==> config.mk <==
export PLATFORM = sky130hd
export DESIGN_NAME = nes_ir_frame_receiver_flat
export DESIGN_NICKNAME = d
export VERILOG_FILES = /design/src/rtl/nes_ir_frame_receiver_if.sv /design/src/rtl/nes_ir_frame_receiver.sv /design/src/flat_wrapper.sv
export SDC_FILE = /design/constraint.sdc
export NUM_CORES = 1
export LEC_CHECK = 0
export CELL_PAD_IN_SITES_DETAIL_PLACEMENT = 0
export CELL_PAD_IN_SITES_GLOBAL_PLACEMENT = 1
export CORE_MARGIN = 2
export CORE_UTILIZATION = 28
export DETAILED_ROUTE_END_ITERATION = 12
export PLACE_DENSITY = 0.62
export SYNTH_ARGS = -nofsm -noshare
export SYNTH_HDL_FRONTEND = slang
export SYNTH_SLANG_ARGS = --single-unit
==> constraint.sdc <==
create_clock -name Clk_In -period 2.15 [get_ports Clk_In]
set_input_delay 0.43 -clock Clk_In [delete_from_list [all_inputs] [get_ports Clk_In]]
set_output_delay 0.43 -clock Clk_In [all_outputs]
set_load 0.05 [all_outputs]
==> src/rtl/nes_ir_frame_receiver_if.sv <==
// Button-link bundle between the IR demodulator, the frame receiver and
// the button consumer.
//
// Handshake: there is no back-pressure. Valid_Out is a one-cycle strobe.
// When Valid_Out is high, Buttons_Out already holds the new frame. That
// value stays stable until the next Valid_Out. Error_Out is a one-cycle
// strobe that never coincides with Valid_Out. The consumer must sample
// on the strobe cycle, or read Buttons_Out at any time as the last good
// frame.
interface nes_ir_frame_receiver_if;
  logic       Serial_In;
  logic [7:0] Buttons_Out;
  logic       Valid_Out;
  logic       Error_Out;
  logic       Locked_Out;

  // Receiver side: consumes the serial stream and drives the button results.
  modport master (
    input  Serial_In,
    output Buttons_Out,
    output Valid_Out,
    output Error_Out,
    output Locked_Out
  );

  // Source/consumer side: drives the serial stream and reads the results.
  modport slave (
    output Serial_In,
    input  Buttons_Out,
    input  Valid_Out,
    input  Error_Out,
    input  Locked_Out
  );
endinterface

==> src/rtl/nes_ir_frame_receiver.sv <==
// NES wireless remote frame receiver.
// Oversamples the demodulated IR stream and re-phases on every edge. It takes
// one sample per slot and keeps the last 32 slots in a window. The window is
// checked against the frame format: a 16-slot sync tail, plus 8 button pairs
// whose two slots must agree. The receiver hunts for frame alignment, then
// checks every 32nd slot while locked. It drops lock after MAX_MISSES bad
// frames in a row.
module nes_ir_frame_receiver #(
  parameter int OSR        = 4,
  parameter int MAX_MISSES = 2
) (
  input  logic                           Clk_In,
  input  logic                           Reset_In,
  nes_ir_frame_receiver_if.master        bus,
  output logic                           dbg_state_o,
  output logic [31:0]                    dbg_window_o
);

  localparam int PW = (OSR > 2) ? $clog2(OSR) : 1;
  localparam int MW = (MAX_MISSES > 1) ? $clog2(MAX_MISSES + 1) : 1;
  localparam logic [PW-1:0] PHASE_LAST = PW'(OSR - 1);
  localparam logic [PW-1:0] PHASE_MID  = PW'(OSR / 2);
  localparam logic [MW-1:0] MISS_LAST  = MW'(MAX_MISSES - 1);
  // Slots 16..31 with slot 16 in the MSB; slot 31 is the newest sample (bit 0).
  localparam logic [15:0]   SYNC_WORD  = 16'b0000_0000_0011_0011;

  typedef enum logic {
    ST_HUNT   = 1'b0,
    ST_LOCKED = 1'b1
  } state_t;

  // Window layout: slot k of the frame sits at bit 31-k once slot 31 is in.
  function automatic logic window_ok(input logic [31:0] w);
    logic ok;
    ok = (w[15:0] == SYNC_WORD);
    for (int i = 0; i < 8; i++) begin
      if (w[31 - 2*i] != w[30 - 2*i]) ok = 1'b0;
    end
    return ok;
  endfunction

  // Button i is the even slot 2i of its pair.
  function automatic logic [7:0] window_buttons(input logic [31:0] w);
    logic [7:0] b;
    b = '0;
    for (int i = 0; i < 8; i++) begin
      b[i] = w[31 - 2*i];
    end
    return b;
  endfunction

  logic          sync1_q, sync1_d;
  logic          sync2_q, sync2_d;
  logic          prev_s_q, prev_s_d;
  logic [PW-1:0] phase_q, phase_d;
  logic [31:0]   shift_q, shift_d;
  logic [4:0]    slot_q, slot_d;
  logic [MW-1:0] miss_q, miss_d;
  state_t        state_q, state_d;
  logic [7:0]    buttons_q, buttons_d;
  logic          valid_q, valid_d;
  logic          error_q, error_d;

  logic          s;
  logic          edge_det;
  logic          sample;
  logic          frame_good;
  logic [7:0]    frame_buttons;

  // Input path: synchronize, detect transitions, re-phase and pick mid-slot samples.
  always_comb begin
    sync1_d  = bus.Serial_In;
    sync2_d  = sync1_q;
    s        = sync2_q;
    prev_s_d = s;
    edge_det = s ^ prev_s_q;
    if (edge_det) begin
      phase_d = '0;
    end else if (phase_q == PHASE_LAST) begin
      phase_d = '0;
    end else begin
      phase_d = phase_q + PW'(1);
    end
    sample        = (phase_d == PHASE_MID);
    shift_d       = sample ? {shift_q[30:0], s} : shift_q;
    frame_good    = window_ok(shift_d);
    frame_buttons = window_buttons(shift_d);
  end

  // Lock FSM: hunt on every sample, then check once per 32 samples while locked.
  always_comb begin
    state_d   = state_q;
    slot_d    = slot_q;
    miss_d    = miss_q;
    buttons_d = buttons_q;
    valid_d   = 1'b0;
    error_d   = 1'b0;
    if (sample) begin
      unique case (state_q)
        ST_HUNT: begin
          if (frame_good) begin
            state_d   = ST_LOCKED;
            slot_d    = 5'd0;
            miss_d    = '0;
            buttons_d = frame_buttons;
            valid_d   = 1'b1;
          end
        end
        ST_LOCKED: begin
          slot_d = slot_q + 5'd1;
          if (slot_q == 5'd31) begin
            if (frame_good) begin
              buttons_d = frame_buttons;
              valid_d   = 1'b1;
              miss_d    = '0;
            end else begin
              error_d = 1'b1;
              if (miss_q == MISS_LAST) begin
                state_d = ST_HUNT;
                miss_d  = '0;
              end else begin
                miss_d = miss_q + MW'(1);
              end
            end
          end
        end
        default: state_d = ST_HUNT;
      endcase
    end
  end

  // State and datapath registers; reset also wins over a same-cycle edge.
  always_ff @(posedge Clk_In) begin
    if (Reset_In) begin
      sync1_q   <= 1'b0;
      sync2_q   <= 1'b0;
      prev_s_q  <= 1'b0;
      phase_q   <= '0;
      shift_q   <= '0;
      slot_q    <= 5'd0;
      miss_q    <= '0;
      state_q   <= ST_HUNT;
      buttons_q <= 8'h00;
      valid_q   <= 1'b0;
      error_q   <= 1'b0;
    end else begin
      sync1_q   <= sync1_d;
      sync2_q   <= sync2_d;
      prev_s_q  <= prev_s_d;
      phase_q   <= phase_d;
      shift_q   <= shift_d;
      slot_q    <= slot_d;
      miss_q    <= miss_d;
      state_q   <= state_d;
      buttons_q <= buttons_d;
      valid_q   <= valid_d;
      error_q   <= error_d;
    end
  end

  assign bus.Buttons_Out = buttons_q;
  assign bus.Valid_Out   = valid_q;
  assign bus.Error_Out   = error_q;
  assign bus.Locked_Out  = (state_q == ST_LOCKED);
  assign dbg_state_o     = state_q;
  assign dbg_window_o    = shift_q;

endmodule

==> src/flat_wrapper.sv <==
// flat-port wrapper written by rule: the top's interface ports become plain ports
module nes_ir_frame_receiver_flat 
#(
  parameter int OSR        = 4,
  parameter int MAX_MISSES = 2
)
  (Clk_In, Reset_In, dbg_state_o, dbg_window_o, bus_Serial_In, bus_Buttons_Out, bus_Valid_Out, bus_Error_Out, bus_Locked_Out);
  nes_ir_frame_receiver_if bus_i ();
  input  logic Clk_In;
  input  logic Reset_In;
  output logic dbg_state_o;
  output logic [31:0] dbg_window_o;
  input wire logic [$bits(bus_i.Serial_In)-1:0] bus_Serial_In;
  output wire logic [$bits(bus_i.Buttons_Out)-1:0] bus_Buttons_Out;
  output wire logic [$bits(bus_i.Valid_Out)-1:0] bus_Valid_Out;
  output wire logic [$bits(bus_i.Error_Out)-1:0] bus_Error_Out;
  output wire logic [$bits(bus_i.Locked_Out)-1:0] bus_Locked_Out;
  assign bus_i.Serial_In = bus_Serial_In;
  assign bus_Buttons_Out = bus_i.Buttons_Out;
  assign bus_Valid_Out = bus_i.Valid_Out;
  assign bus_Error_Out = bus_i.Error_Out;
  assign bus_Locked_Out = bus_i.Locked_Out;
  nes_ir_frame_receiver #(.OSR(OSR), .MAX_MISSES(MAX_MISSES)) u_core (.Clk_In(Clk_In), .Reset_In(Reset_In), .bus(bus_i), .dbg_state_o(dbg_state_o), .dbg_window_o(dbg_window_o));
endmodule
Yosys cells after proc, flatten, opt, wreduce, memory -nomap -nowiden --
Index checks and enable logic that the tools add are counted.
Operators by class: add/subtract/negate cells 3, muxes and demuxes 29, reduce and logical (&&, ||, !) cells 5, bitwise gates (word level) 4, eq/ne operators 15
Operators with widths (count):
- $mux 32 | 1
- $eq 16x6->1 const B | 1
- $mux 8 | 2
- $pmux 8 s2 | 1
- $mux 1 | 14
- $mux 2 | 6
- $pmux 5 s2 | 1
- $ne 1x1->1 | 8
- $add 5x1->5 const B | 1
- $eq 5x5->1 const B | 1
- $mux 5 | 1
- $add 2x1->2 const B | 2
- $eq 2x2->1 const B | 2
- $pmux 1 s2 | 2
- $pmux 2 s2 | 1
- $reduce_and 2->1 | 2
- $reduce_or 4->1 | 1
- $not 1->1 | 3
- $reduce_and 3->1 | 1
- $eq 2x1->1 const B | 1
- $ne 2x1->1 const B | 1
- $ne 2x2->1 const B | 1
- $reduce_or 2->1 | 1
- $xor 1x1->1 | 1
Storage, ports and cells: input port bits 3, register bits after elaboration 55, output and inout bits 44, word-level logic and storage cells 67

Logic depth before layout (Yosys ltp) --
depth in word-level cells 17, depth in mapped cells 8, mapped depth without buffers 7

Worst setup path after synthesis --
Ideal clock, no wire load.
path kind reg-to-reg, start point register u_core.shift_q[22], in the netlist u_core.dbg_window_o[22], end point register u_core.buttons_q[0], in the netlist u_core.bus.Buttons_Out[0], data arrival time 2076 ps, setup time 121 ps, required time 2029 ps, slack -48 ps, cell stages (with the launch flop) 7, cells stage by stage dfxtp_1 -> xor2_1 -> nor3_1 -> o2111ai_1 -> a221oi_4 -> nand3_4 -> mux2_4
Between the ends: longest elaborated chain between the ends 9
Ends and longest elaborated chain:
- start, declared | RTL line nes_ir_frame_receiver.sv:56 | logic [31:0] shift_q, shift_d;
- start signal, assigned | RTL line nes_ir_frame_receiver.sv:151 | shift_q <= shift_d;
- $mux 32 (*) | RTL line nes_ir_frame_receiver.sv:85 | shift_d = sample ? {shift_q[30:0], s} : shift_q;
- $ne 1x1->1 (*) | RTL line nes_ir_frame_receiver.sv:37 | if (w[31 - 2*i] != w[30 - 2*i]) ok = 1'b0;
- $mux 1 (*) (4 in series) | RTL line nes_ir_frame_receiver.sv:37
- $mux 8 (*)
- $mux 8
- $pmux 8 s2 (*)
- end signal, assigned | RTL line nes_ir_frame_receiver.sv:155 | buttons_q <= buttons_d;
- end, declared | RTL line nes_ir_frame_receiver.sv:60 | logic [7:0] buttons_q, buttons_d;
Mark *: on every way between the ends. The rest lies on a longest branch, timed or not. The select of a mux whose other input is x is not followed. A chain may end at the register's enable or synchronous reset.

Final worst setup path --
start point register u_core.phase_q[0], end point register u_core.buttons_q[3], in the netlist u_core.bus.Buttons_Out[3]
Between the ends: longest elaborated chain between the ends 17, elaborated cells between the ends (all ways) 27, classes of those cells 1 x add/sub; 11 x eq/ne; 14 x mux; 1 x reduce/logical
Ends and longest elaborated chain:
- start, declared | RTL line nes_ir_frame_receiver.sv:55 | logic [PW-1:0] phase_q, phase_d;
- start signal, assigned | RTL line nes_ir_frame_receiver.sv:150 | phase_q <= phase_d;
- $add 2x1->2 / $eq 2x2->1 (equally long branches) | RTL line nes_ir_frame_receiver.sv:82, nes_ir_frame_receiver.sv:79
- $mux 2 (*) | RTL line nes_ir_frame_receiver.sv:79 | end else if (phase_q == PHASE_LAST) begin
- $mux 2 (*) | RTL line nes_ir_frame_receiver.sv:77 | if (edge_det) begin
- $eq 2x2->1 (*) | RTL line nes_ir_frame_receiver.sv:84 | sample = (phase_d == PHASE_MID);
- $mux 32 | RTL line nes_ir_frame_receiver.sv:85
- $eq 16x6->1 / $ne 1x1->1 (equally long branches) | RTL line nes_ir_frame_receiver.sv:35, nes_ir_frame_receiver.sv:37
- $mux 1 (8 in series) | RTL line nes_ir_frame_receiver.sv:37
- $mux 8 | RTL line nes_ir_frame_receiver.sv:101, nes_ir_frame_receiver.sv:112
- $mux 8 | RTL line nes_ir_frame_receiver.sv:111 | if (slot_q == 5'd31) begin
- $pmux 8 s2 | RTL line nes_ir_frame_receiver.sv:99 | unique case (state_q)
Marks and branches as above.

==> results.py <==
metrics = {
    "synthesis": {
        "async_flop_share_pct": 0,
        "avgSynthCellArea_um2": 8.80,
        "ys_seq_elements": 55,
        "synthesis.nets": 285,
        "synth_edf_count": 0,
        "synthDistinctLibCells": 44,
        "yosysWarnings": 0,
        "seq_area_frac_synth_pct": 44.8,
        "netlist_area_um2": 2460,
        "synth-main-ff-cell": "dfxtp_1",
        "syn_inst": 279,
    },
    "cts": {
        "clock-sinks": 55,
        "cts_tree": "done",
        "cts_max_level": 2,
        "cts_buffer_depth": 2,
        "clk-insertion-delay-late_ns": 0.32,
        "cts_buffers": 5,
        "clk_pin_slew_ns": 0.10,
        "root_buffer": "clkbuf_8",
        "hold_buffers": 0,
    },
    "worst_setup_path": {
        "cp-startpoint": "u_core.phase_q[0]$_SDFF_PP0_",
        "r2r_slack_ns": 0.01,
        "path_max_fanout": 8,
        "crit_required_ns": 2.37,
        "crit_path_end_kind": "register",
        "worstSetupPathType": "reg2reg",
        "reg2reg_from": "u_core.phase_q[0]$_SDFF_PP0_",
        "crit_path_end": "u_core.bus.Buttons_Out[3]$_SDFFE_PP0P_",
        "ff2ff_path_depth": 8,
        "r2r-end": "u_core.bus.Buttons_Out[3]$_SDFFE_PP0P_",
        "crit_arrival_ns": 2.35,
        "start_kind": "register",
    },
    "grt": {
        "grt_pass1_vias": 2087,
        "antenna_found_initial": 0,
        "grt_max_degree": 52,
        "globalRouteOverflowTotal": 0,
        "grt.total_usage_pct": 13.8,
        "grt_pass1_wl_mm": 10.8,
    },
    "detailed_routing": {
        "routed_via_density": 4.81,
        "wl_mm": 6.46,
        "vias": 2175,
        "drt_iter0_drc": 154,
        "drc": 0,
        "drtPass1Iterations": 4,
        "post_drt_wl_per_cell_um": 14.3,
        "final_antenna_net_count": 0,
    },
    "timing": {
        "hold_violations": 0,
        "final_max_slew_viol_count": 0,
        "hold_ws_ns": 0.450,
        "fin_tns_setup_ns": 0,
        "fin_ws_ns": 0.0131,
        "worst_pin_slew_ns": 0.508,
        "setup_violations": 0,
        "rsz0062_at_grt": "true",
        "finalCriticalPeriod_ns": 2.14,
        "post-route-period-util_pct": 99.4,
        "skew_ns": 0.00612,
        "max_freq_ghz": 0.468,
        "relSlewSlack_pct": 66.0,
    },
    "power": {
        "internal-power_mw": 1.32,
        "seqPwrFrac_pct": 57.8,
        "power_density_nw_per_um2": 531,
        "comb_power_share_pct": 9.8,
        "irDropWorstVdd_v": 0.000235,
        "power_frac_clock_pct": 32.5,
        "power.leakage_nw": 1.24,
        "p_sw_mw": 0.480,
        "total_power_mw": 1.80,
        "swShare_pct": 26.6,
    },
    "run_status": {
        "status": "finished clean",
    },
    "die": {
        "die_x_um": 97.7,
        "fp.coreArea_um2": 8590,
        "die_h_um": 97.7,
        "dieArea_um2": 9540,
        "pin_count": 47,
        "fp-row-count": 34,
        "start_util_pct": 28.6,
    },
    "layout": {
        "nNetsFinal": 349,
        "final_cell_mix": "59 x nand2_1, 42 x a21oi_1, 42 x clkdlybuf4s50_1, 40 x dfxtp_1, 28 x buf_4",
        "area.growth.synth_to_final_pct": 38.2,
        "mostFrequentLayoutCell": "nand2_1",
        "drive_gt1_share_pct": 23.8,
        "postLayoutCellArea_um2": 3390,
        "diodes": 0,
        "fin_cells": 452,
        "fin_util_pct": 39.5,
    },
    "place": {
        "post-place-ws_ns": -0.204,
        "dp_cells": 436,
        "placed_area_um2": 3130,
        "io_buffer_count": 46,
        "dp_hpwl_mm": 4.27,
        "place.gp.congestion": 0.794,
    },
    "min_path": {
        "holdCritPathClass": "reg2reg",
    },
    "job": {
        "maxCapViolations": 0,
    },
}
cell type report:
type | count | area (um^2)
Timing Repair Buffer | 73 | 668
Clock inverter | 3 | 20.0
Clock buffer | 5 | 68.8
Multi-Input combinational cell | 203 | 1360
Sequential cell | 55 | 1120
Inverter | 5 | 18.8
Tap cell | 108 | 135
Fill cell | 881 | 5200
metal layers:
layer  vias up  GRT usage [%]  wire (um)
li1       1093              -          -
met1      1030           19.7       3320
met2        42           20.8       2800
met3        10           2.95        228
met4         0           4.38        110
met5         -              0          0
flip-flops by register name (all words and copies together) (netlist names):
name                    flops
u_core.bus.Buttons_Out      8
u_core.bus.Error_Out        1
u_core.bus.Locked_Out       1
u_core.bus.Valid_Out        1
u_core.dbg_window_o        32
u_core.miss_q               2
u_core.phase_q              2
u_core.prev_s_d             1
u_core.prev_s_q             1
u_core.slot_q               5
u_core.sync1_q              1
logic make-up after synthesis:
family,synth area share [%]
XOR/XNOR,3.92
buffers and inverters,3.92
adder cells (fa/ha/maj),1.53
multiplexers,5.30
AO/OA/AOI/OAI,18.0
flip-flops,44.8
AND/OR/NAND/NOR,22.5
repair_timing:
item / CTS / global route
hold endpoints to repair: 0 / 0
buffers inserted: 5 / 3
resized for setup: 10 / 13
pin swaps: 6 / 7
setup endpoints to repair: 15 / 16
critical path, stage by stage, from the launching register on:
cell	delay, ns
dfxtp_2	0.35
ha_4	0.29
o21a_1	0.18
buf_4	0.14
nand3_1	0.11
a21oi_2	0.18
and3b_2	0.27
nand3_4	0.19
mux2_4	0.32
Yosys cell counts (3+ instances only):
master | n | area, um^2
clkbuf_1 | 9 | 33.8
a22oi_1 | 3 | 22.5
o21ai_0 | 6 | 30.0
nand3_1 | 8 | 40.0
inv_1 | 5 | 18.8
nor2b_1 | 14 | 87.6
dfxtp_1 | 55 | 1100
a211oi_1 | 3 | 22.5
mux2_4 | 8 | 120
nor3_1 | 6 | 30.0
xnor2_1 | 3 | 26.3
and3_1 | 3 | 18.8
xor2_1 | 8 | 70.1
a21oi_1 | 44 | 220
nand2_1 | 60 | 225
ha_1 | 3 | 37.5
power groups by stage:
stage	clock, mW	combinational, mW	sequential, mW
2_1_floorplan	0	0.0927	1.06
3_3_place_gp	0	0.145	1.06
3_5_place_dp	0	0.146	1.06
4_1_cts	0.612	0.170	1.04
5_1_grt	0.647	0.193	1.04
6_report	0.585	0.176	1.04
worst min path at each step:
stage / startpoint / end / depth (start not counted)
global route: u_core.miss_q[1]$_SDFFE_PP0P_ / u_core.miss_q[1]$_SDFFE_PP0P_ / 1
finish: u_core.sync1_q$_SDFF_PP0_ / u_core.prev_s_d$_SDFF_PP0_ / 1
detailed placement: u_core.sync1_q$_SDFF_PP0_ / u_core.prev_s_d$_SDFF_PP0_ / 1
floorplan: u_core.sync1_q$_SDFF_PP0_ / u_core.prev_s_d$_SDFF_PP0_ / 1
CTS: u_core.miss_q[1]$_SDFFE_PP0P_ / u_core.miss_q[1]$_SDFFE_PP0P_ / 1
global placement: u_core.sync1_q$_SDFF_PP0_ / u_core.prev_s_d$_SDFF_PP0_ / 1
No activity file was read; power rests on OpenSTA's default activity.
